[config.mk]
export PLATFORM = sky130hd
export DESIGN_NAME = hawk_compdecomp_arb
export DESIGN_NICKNAME = d
export VERILOG_FILES = /design/src/rtl/hawk_compdecomp_arb.sv
export SDC_FILE = /design/constraint.sdc
export NUM_CORES = 1
export LEC_CHECK = 0
export BUFFER_PORTS_ARGS = -buffer_cell sky130_fd_sc_hd__clkbuf_2
export CAP_MARGIN = 20
export CORE_AREA = 2 2 137 139
export DETAILED_ROUTE_END_ITERATION = 16
export DIE_AREA = 0 0 139 141
export PLACE_DENSITY = 0.63
export SYNTH_ARGS = -nofsm -noshare
export SYNTH_HDL_FRONTEND = slang
export SYNTH_SLANG_ARGS = --single-unit
export TNS_END_PERCENT = 5
[constraint.sdc]
create_clock -name clk_i -period 6.85 [get_ports clk_i]
set_clock_uncertainty 0.15 [all_clocks]
set_input_delay 1.0275 -clock clk_i [delete_from_list [all_inputs] [get_ports clk_i]]
set_output_delay 1.0275 -clock clk_i [all_outputs]
set_load 0.02 [all_outputs]
[src/rtl/hawk_compdecomp_arb.sv]
// Round-robin arbiter/router that lends the shared read/write FIFO ports to one
// compression-path engine at a time, with grant lock, watchdog and beat counters.
`ifndef HACD_AXI4_DATA_WIDTH
`define HACD_AXI4_DATA_WIDTH 64
`endif
`ifndef HACD_AXI4_STRB_WIDTH
`define HACD_AXI4_STRB_WIDTH 8
`endif
`ifndef FIFO_PTR_WIDTH
`define FIFO_PTR_WIDTH 4
`endif

module hawk_compdecomp_arb #(
   parameter int NUM_ENG = 3,
   parameter int DATA_W  = `HACD_AXI4_DATA_WIDTH,
   parameter int STRB_W  = `HACD_AXI4_STRB_WIDTH,
   parameter int PTR_W   = `FIFO_PTR_WIDTH,
   parameter int CNT_W   = 8,
   parameter int TIMEOUT = 4096
) (
   input  logic                      clk_i,
   input  logic                      rst_ni,
   input  logic [NUM_ENG-1:0]        req_start_i,
   output logic [NUM_ENG-1:0]        eng_start_o,
   input  logic [NUM_ENG-1:0]        eng_done_i,
   output logic [NUM_ENG-1:0]        op_done_o,
   input  logic [NUM_ENG-1:0]        eng_rd_req_i,
   input  logic [NUM_ENG-1:0]        eng_ld_rdptr_i,
   input  logic [NUM_ENG*PTR_W-1:0]  eng_rdptr_i,
   input  logic [NUM_ENG-1:0]        eng_wr_req_i,
   input  logic [NUM_ENG*DATA_W-1:0] eng_wr_data_i,
   input  logic [NUM_ENG*STRB_W-1:0] eng_wr_strb_i,
   input  logic                      rdfifo_empty_i,
   input  logic                      rd_valid_i,
   input  logic                      wrfifo_full_i,
   output logic                      rready_o,
   output logic                      ld_rdptr_o,
   output logic [PTR_W-1:0]          rdptr_o,
   output logic                      wr_req_o,
   output logic [DATA_W-1:0]         wr_data_o,
   output logic [STRB_W-1:0]         wr_strb_o,
   output logic [2:0]                grant_id_o,
   output logic                      busy_o,
   output logic                      timeout_o,
   output logic                      proto_err_o,
   output logic [CNT_W-1:0]          rd_beats_o,
   output logic [CNT_W-1:0]          wr_beats_o
);

   localparam int WD_W = (TIMEOUT > 1) ? $clog2(TIMEOUT) : 1;
   localparam bit WD_EN = (TIMEOUT != 0);
   localparam logic [WD_W-1:0] WD_LAST = WD_W'((TIMEOUT > 0) ? (TIMEOUT - 1) : 0);

   typedef enum logic [1:0] {
      ST_IDLE   = 2'd0,
      ST_ACTIVE = 2'd1,
      ST_DONE   = 2'd2
   } state_t;

   state_t               state_r, state_s;
   logic [2:0]           grant_r, grant_s, rr_ptr_r, rr_ptr_s, pick_s;
   logic [NUM_ENG-1:0]   start_r, start_s, op_done_r, op_done_s;
   logic [NUM_ENG-1:0]   gnt_oh_s, own_s, rot_s;
   logic [2*NUM_ENG-1:0] dbl_s;
   logic                 timeout_r, timeout_s, proto_err_r, proto_err_s;
   logic [CNT_W-1:0]     rd_beats_r, rd_beats_s, wr_beats_r, wr_beats_s;
   logic [WD_W-1:0]      wd_cnt_r, wd_cnt_s;
   logic                 active_s, pick_vld_s, stray_s, done_hit_s, wd_exp_s;
   logic [PTR_W-1:0]     rdptr_s;
   logic [DATA_W-1:0]    wdata_s;
   logic [STRB_W-1:0]    wstrb_s;

   function automatic logic [2:0] wrap_idx(input logic [2:0] base, input int off);
      logic [3:0] sum;
      sum = {1'b0, base} + 4'(off);
      if (sum >= 4'(NUM_ENG)) begin
         sum = sum - 4'(NUM_ENG);
      end else begin
         sum = sum;
      end
      return sum[2:0];
   endfunction

   function automatic logic [NUM_ENG-1:0] onehot(input logic [2:0] id);
      return {{(NUM_ENG-1){1'b0}}, 1'b1} << id;
   endfunction

   assign active_s   = (state_r == ST_ACTIVE);
   assign gnt_oh_s   = onehot(grant_r);
   assign own_s      = (state_r == ST_IDLE) ? {NUM_ENG{1'b0}} : gnt_oh_s;
   assign stray_s    = |((eng_rd_req_i | eng_wr_req_i | eng_ld_rdptr_i) & ~own_s);
   assign done_hit_s = |(eng_done_i & gnt_oh_s);
   assign wd_exp_s   = WD_EN && (wd_cnt_r == WD_LAST);
   // Rotating the request vector by rr_ptr turns round-robin into a lowest-index search.
   assign dbl_s      = {req_start_i, req_start_i} >> rr_ptr_r;
   assign rot_s      = dbl_s[NUM_ENG-1:0];

   // Round-robin pick: descending scan so the lowest rotated index wins last.
   always_comb begin
      pick_s     = 3'd0;
      pick_vld_s = 1'b0;
      for (int i = NUM_ENG - 1; i >= 0; i--) begin
         pick_s     = rot_s[i] ? wrap_idx(rr_ptr_r, i) : pick_s;
         pick_vld_s = pick_vld_s | rot_s[i];
      end
   end

   // Select the granted engine's slices of the packed buses.
   always_comb begin
      rdptr_s = {PTR_W{1'b0}};
      wdata_s = {DATA_W{1'b0}};
      wstrb_s = {STRB_W{1'b0}};
      for (int i = 0; i < NUM_ENG; i++) begin
         rdptr_s = rdptr_s | (eng_rdptr_i[i*PTR_W +: PTR_W] & {PTR_W{gnt_oh_s[i]}});
         wdata_s = wdata_s | (eng_wr_data_i[i*DATA_W +: DATA_W] & {DATA_W{gnt_oh_s[i]}});
         wstrb_s = wstrb_s | (eng_wr_strb_i[i*STRB_W +: STRB_W] & {STRB_W{gnt_oh_s[i]}});
      end
   end

   assign rready_o   = active_s & (|(eng_rd_req_i & gnt_oh_s)) & ~rdfifo_empty_i;
   assign ld_rdptr_o = active_s & (|(eng_ld_rdptr_i & gnt_oh_s));
   assign rdptr_o    = rdptr_s & {PTR_W{active_s}};
   assign wr_req_o   = active_s & (|(eng_wr_req_i & gnt_oh_s)) & ~wrfifo_full_i;
   assign wr_data_o  = wdata_s & {DATA_W{wr_req_o}};
   assign wr_strb_o  = wstrb_s & {STRB_W{wr_req_o}};

   // Next-state and next-register values for the grant FSM.
   always_comb begin
      state_s     = state_r;
      grant_s     = grant_r;
      rr_ptr_s    = rr_ptr_r;
      start_s     = start_r;
      op_done_s   = {NUM_ENG{1'b0}};
      timeout_s   = 1'b0;
      proto_err_s = proto_err_r | stray_s;
      rd_beats_s  = rd_beats_r;
      wr_beats_s  = wr_beats_r;
      wd_cnt_s    = wd_cnt_r;
      case (state_r)
         ST_IDLE: begin
            if (pick_vld_s) begin
               state_s    = ST_ACTIVE;
               grant_s    = pick_s;
               start_s    = onehot(pick_s);
               rd_beats_s = {CNT_W{1'b0}};
               wr_beats_s = {CNT_W{1'b0}};
               wd_cnt_s   = {WD_W{1'b0}};
            end else begin
               start_s = {NUM_ENG{1'b0}};
            end
         end
         ST_ACTIVE: begin
            rd_beats_s = (rready_o && rd_valid_i && (rd_beats_r != {CNT_W{1'b1}}))
                         ? rd_beats_r + CNT_W'(1) : rd_beats_r;
            wr_beats_s = (wr_req_o && (wr_beats_r != {CNT_W{1'b1}}))
                         ? wr_beats_r + CNT_W'(1) : wr_beats_r;
            wd_cnt_s   = wd_cnt_r + WD_W'(1);
            // Done has priority over a watchdog expiry in the same cycle.
            if (done_hit_s) begin
               state_s   = ST_DONE;
               start_s   = {NUM_ENG{1'b0}};
               op_done_s = gnt_oh_s;
            end else if (wd_exp_s) begin
               state_s   = ST_DONE;
               start_s   = {NUM_ENG{1'b0}};
               op_done_s = gnt_oh_s;
               timeout_s = 1'b1;
            end else begin
               state_s = ST_ACTIVE;
            end
         end
         ST_DONE: begin
            state_s  = ST_IDLE;
            start_s  = {NUM_ENG{1'b0}};
            rr_ptr_s = wrap_idx(grant_r, 1);
         end
         default: begin
            state_s = ST_IDLE;
            start_s = {NUM_ENG{1'b0}};
         end
      endcase
   end

   // State and output registers with synchronous active-low reset.
   always_ff @(posedge clk_i) begin
      if (!rst_ni) begin
         state_r     <= ST_IDLE;
         grant_r     <= 3'd0;
         rr_ptr_r    <= 3'd0;
         start_r     <= {NUM_ENG{1'b0}};
         op_done_r   <= {NUM_ENG{1'b0}};
         timeout_r   <= 1'b0;
         proto_err_r <= 1'b0;
         rd_beats_r  <= {CNT_W{1'b0}};
         wr_beats_r  <= {CNT_W{1'b0}};
         wd_cnt_r    <= {WD_W{1'b0}};
      end else begin
         state_r     <= state_s;
         grant_r     <= grant_s;
         rr_ptr_r    <= rr_ptr_s;
         start_r     <= start_s;
         op_done_r   <= op_done_s;
         timeout_r   <= timeout_s;
         proto_err_r <= proto_err_s;
         rd_beats_r  <= rd_beats_s;
         wr_beats_r  <= wr_beats_s;
         wd_cnt_r    <= wd_cnt_s;
      end
   end

   assign eng_start_o = start_r;
   assign op_done_o   = op_done_r;
   assign timeout_o   = timeout_r;
   assign proto_err_o = proto_err_r;
   assign rd_beats_o  = rd_beats_r;
   assign wr_beats_o  = wr_beats_r;
   assign grant_id_o  = grant_r;
   assign busy_o      = (state_r == ST_ACTIVE) || (state_r == ST_DONE);

endmodule
Yosys cells after proc, flatten, opt, wreduce, memory -nomap -nowiden:

Cells that the tools add are included.

* logic and storage cells: 117
* output and inout port bits: 107
* flip-flop bits (word level): 44

* add/subtract/negate cells: 10
* multiplexer cells: 26
* equality and inequality tests: 9
* reduce and logical (&&, ||, !) cells: 17
* bitwise gates (word level): 38
* order comparisons: 4
* shift operators: 3

Operators with widths (count)
* $and A64 B64 Y64: 4
* $or A64 B64 Y64: 2
* $mux W3: 13
* $and A8 B8 Y8: 4
* $pmux W8 S2: 2
* $mux W8: 3
* $pmux W12 S2: 1
* $add A8 B1 Y8 const B: 2
* $and A4 B4 Y4: 4
* $ne A8 B8 Y1 const B: 2
* $or A8 B8 Y8: 2
* $and A3 B3 Y3: 5
* $reduce_or A3 Y1: 5
* $add A12 B1 Y12 const B: 1
* $eq A12 B12 Y1 const B: 1
* $ge A4 B2 Y1 const B: 3
* $mux W12: 1
* $sub A3 B2 Y3 const B: 4
* $add A3 B1 Y4 const B: 2
* $or A4 B4 Y4: 2
* $mux W2: 3
* $or A3 B3 Y3: 2
* $pmux W3 S2: 1
* $reduce_and A2 Y1: 3
* other kinds (21): 35

Longest topological paths before layout:

* depth in word-level cells: 9
* gate-level depth with buffers: 9
* depth with buffers taken out: 8

Worst setup path before layout:

OpenSTA, ideal clock, no wires.

* path kind: input to output
* start: input port eng_wr_req_i[0]
* end: output port wr_data_o[61]
* setup slack: 3.458 ns
* arrival: 2.214 ns
* stages on the path: 5
* path buffers: 2
* cells stage by stage: a222oi_1 > or3_1 > clkbuf_1 > clkbuf_1 > a21oi_1

* word-level cells in the longest chain between the ends: 5

RTL lines
* start, declared: line 30 `input logic [NUM_ENG-1:0] eng_wr_req_i,`
* $and A3 B3 Y3: line 123 `assign wr_req_o = active_s & (|(eng_wr_req_i & gnt_oh_s)) & ~wrfifo_full_i;`
* $reduce_or A3 Y1: line 123
* $and A1 B1 Y1 (2 in series): line 123
* $and A64 B64 Y64: line 124 `assign wr_data_o = wdata_s & {DATA_W{wr_req_o}};`
* end, declared: line 40 `output logic [DATA_W-1:0] wr_data_o,`

No other way between the ends.

Worst setup path after layout:

* start: register grant_r[0] (netlist: grant_id_o[0])
* end: output port wr_data_o[2]

* word-level cells in the longest chain between the ends: 6

RTL lines
* start, declared: line 61 `logic [2:0] grant_r, grant_s, rr_ptr_r, rr_ptr_s, pick_s;`
* start signal, assigned: line 199 `grant_r <= grant_s;`
* $shl A1 B3 Y3 (*): line 85 `return {{(NUM_ENG-1){1'b0}}, 1'b1} << id;`
* $and A3 B3 Y3: line 123
* $reduce_or A3 Y1: line 123
* $and A1 B1 Y1 (2 in series): line 123
* $and A64 B64 Y64 (*): line 124

Mark *: on every way between the ends. The rest lies on a longest branch, timed or not.

==> flow_summary.ini <==
[routing]
drt_wl_total_mm = 21.9
first_pass_iters = 5
drc = 0
ant_nets = 0
vias = 5791
vias_per_cell = 5.06
dr.first_iter.drc_count = 384
wl_per_cell_um = 19.2

[worst_setup_path]
cp-end-kind = output port
cp_max_fo = 54
r2r_slack_ns = 3.65
crit_path_start_kind = flop
path_cells = inv_1 > ha_1 > nor2b_4 > buf_4 > a22oi_1 > a21oi_1 > clkbuf_2
slowest_stage = nor2b_4
r2r-start = state_r[1]
rr_endpoint = wr_beats_o[0]
rr_worst_depth = 8
required_ns = 5.67
cpPeakStageDelay_ns = 0.59
crit_type = flop to output port
startpoint = grant_id_o[0]
worst-endpoint-arrival_ns = 3.29

[die]
core_area_mm2 = 0.0183
fp.dieH_um = 141
start_util = 0.227
dieArea_mm2 = 0.0196
die_x_um = 139
rows = 50
io_pins = 355

[finish]
drive_above_1_share = 0.420
final_nets = 1173
final_cell_mix = clkbuf_2 (354), nand2_1 (99), a21oi_1 (89)
syn2layout_area_growth_pct = 49.9
layout_commonest_cell = clkbuf_2

[logic_synthesis]
yosys-top-cells-area = dfxtp_1 (21%), a22oi_1 (14%), a21oi_1 (11%), nand2_1 (9.0%), ha_1 (4.8%)
ys.flop_type = dfxtp_1
synthMuxAreaShare = 0.0212
ys_seq_area_frac = 0.213
synthXorXnorAreaFrac = 0.0508
syn_area_mm2 = 0.00414
synth_top_family_by_area = compound AO/OA/AOI/OAI gates
ys_ff_latch = 44
syn-num-nets = 855
netlist.area_leader.share = 0.213
yosysWarnings = 0
syn_inst = 591
yosysTopAreaCell = dfxtp_1
synthArstFlopShare = 0
synthSimpleGateAreaFrac = 0.229
avgSynthCellArea_um2 = 7.00
synth_edf_count = 0
ys_types = 59
synth_compound_area_frac = 0.375
synthAdderAreaFrac = 0.0484

[placement]
place_congestion = 0.900
pre_cts_slack_ns = 2.74
port_buffers = 354
dp_hpwl_mm = 18.3

[clock_tree]
cts_made_buffers = 5
post-cts-setup-buffer-count = 0
clk_latency_ns = 0.29
hold_buffers = 0
clock_sinks = 44
cts_tree = yes
cts_max_level = 2
clk_path_buf_depth = 2
cts_resized = 0
clk_pin_slew_ns = 0.06
clock-root-buffer = clkbuf_16

[hold_path]
hold_depth = 2
holdPathEnd = state_r[1]
hp-class = flop to flop
holdCritStartpoint = state_r[1]

[global_routing]
grt_pass1_wl_mm = 31.4
overflow = 0
grt_max_degree = 60
grt_pass1_vias = 5270
grt_usage = 0.206
antenna_found_initial = 6

[timing]
worst_slack_ns = 2.39
finalCritPeriodShare = 0.652
fin_setup_tns_ns = 0
finalHoldViolCount = 0
setup_violations = 0
drv_slew = 0
max_freq_mhz = 224
rsz0062_at_grt = no
worstMarginPinSlew_ns = 1.03
period_minus_slack_ns = 4.46
max_slew_margin = 0.313

[status]
status = finished, final reports clean

[pwr]
p_per_area_mw_per_mm2 = 177
leakage_nw = 2.94
ir_worst_vdd_uv = 87.0

[run]
cap_violations = 0
## critical path: cells and delay by family, from the launching register on
kind / cells / cell delay [ns]
simple gates: 1 / 0.59
flops: 1 / 0.38
fa+ha+maj: 1 / 0.28
compound gates: 2 / 0.75
buf+inv: 3 / 0.96
## routing by layer
metal / up-vias / GRT usage / routed length [um]
met1: 2685 / 0.269 / 9210
li1: 2807 / - / -
met5: - / 0 / 77
met2: 257 / 0.338 / 10200
met3: 32 / 0.0686 / 2140
met4: 10 / 0.0303 / 293
## cell families after synthesis
logic type	Yosys count
AO/OA/AOI/OAI	230
XOR/XNOR	24
adder cells (fa/ha/maj)	16
buffers and inverters	64
flip-flops	44
multiplexers	8
AND/OR/NAND/NOR	205
## synth_stat cells (2+ instances only)
master / number
nand3b_1: 5
nand2b_1: 5
a21oi_1: 89
o2111ai_1: 7
a2111oi_0: 3
or3_1: 2
clkbuf_1: 41
nand2_1: 99
and2_1: 7
a221oi_1: 2
inv_1: 14
xnor2_1: 13
a222oi_1: 3
buf_2: 3
a211oi_1: 5
nor3_1: 5
nor2_1: 42
o32ai_1: 2
a22oi_1: 78
o211ai_1: 10
and3_1: 6
dfxtp_1: 44
o22ai_1: 3
buf_6: 2
a31o_2: 3
nand4_1: 4
mux2i_1: 5
buf_1: 2
a311oi_1: 3
nor2b_1: 11
o21ai_0: 9
nor3b_1: 3
xor2_1: 11
nand3_1: 8
ha_1: 16
mux2_2: 2
o31ai_4: 2
## power by group
group          leakage (nW)  switching (mW)  internal [mW]  total [mW]
sequential            0.356          0.0181          0.268       0.286
clock                0.0667          0.0938          0.133       0.226
combinational          2.52           0.382          0.204       0.586
total                  2.94           0.494          0.604        1.10
## layout make-up
| cell class | instances | area [um^2] |
|---|---|---|
| clock inverter | 1 | 5.00 |
| inverter | 15 | 56.3 |
| clock buffer | 6 | 129 |
| fill | 2010 | 12100 |
| sequential | 44 | 881 |
| tap | 234 | 293 |
| antenna | 1 | 2.50 |
| timing repair buffer | 360 | 1820 |
| multi-input combinational | 483 | 3020 |
## metrics by stage
step / instances / cell area (um^2) / total power [mW] / hold WS, ns / utilization
floorplan: 591 / 4140 / 0.646 / 0.307 / -
global placement: 1136 / 6060 / 0.880 / 0.323 / 0.332
detailed placement: 1136 / 6060 / 0.881 / 0.329 / 0.332
CTS: 1143 / 6200 / 1.11 / 0.337 / 0.339
global route: 1143 / 6200 / 1.17 / 0.361 / 0.339
finish: 1144 / 6200 / 1.10 / 0.336 / 0.339
## sequential cells by signal, summed over array words and instances (netlist names)
name,count
rd_beats_o,8
proto_err_o,1
grant_id_o,3
rr_ptr_r,3
state_r,2
wd_cnt_r,12
wr_beats_o,8
eng_start_o,3
timeout_o,1
op_done_o,3
## how the worst max path moves through the flow
stage	endpoint	slack [ns]	cells past startpoint
3_3_place_gp	wr_data_o[48]	2.73	6
3_5_place_dp	wr_data_o[2]	2.74	6
2_1_floorplan	wr_data_o[61]	3.46	5
5_1_grt	wr_data_o[48]	2.20	6
6_report	wr_data_o[2]	2.39	7
4_1_cts	wr_data_o[56]	2.44	6
(Power assumes the default switching activity.)
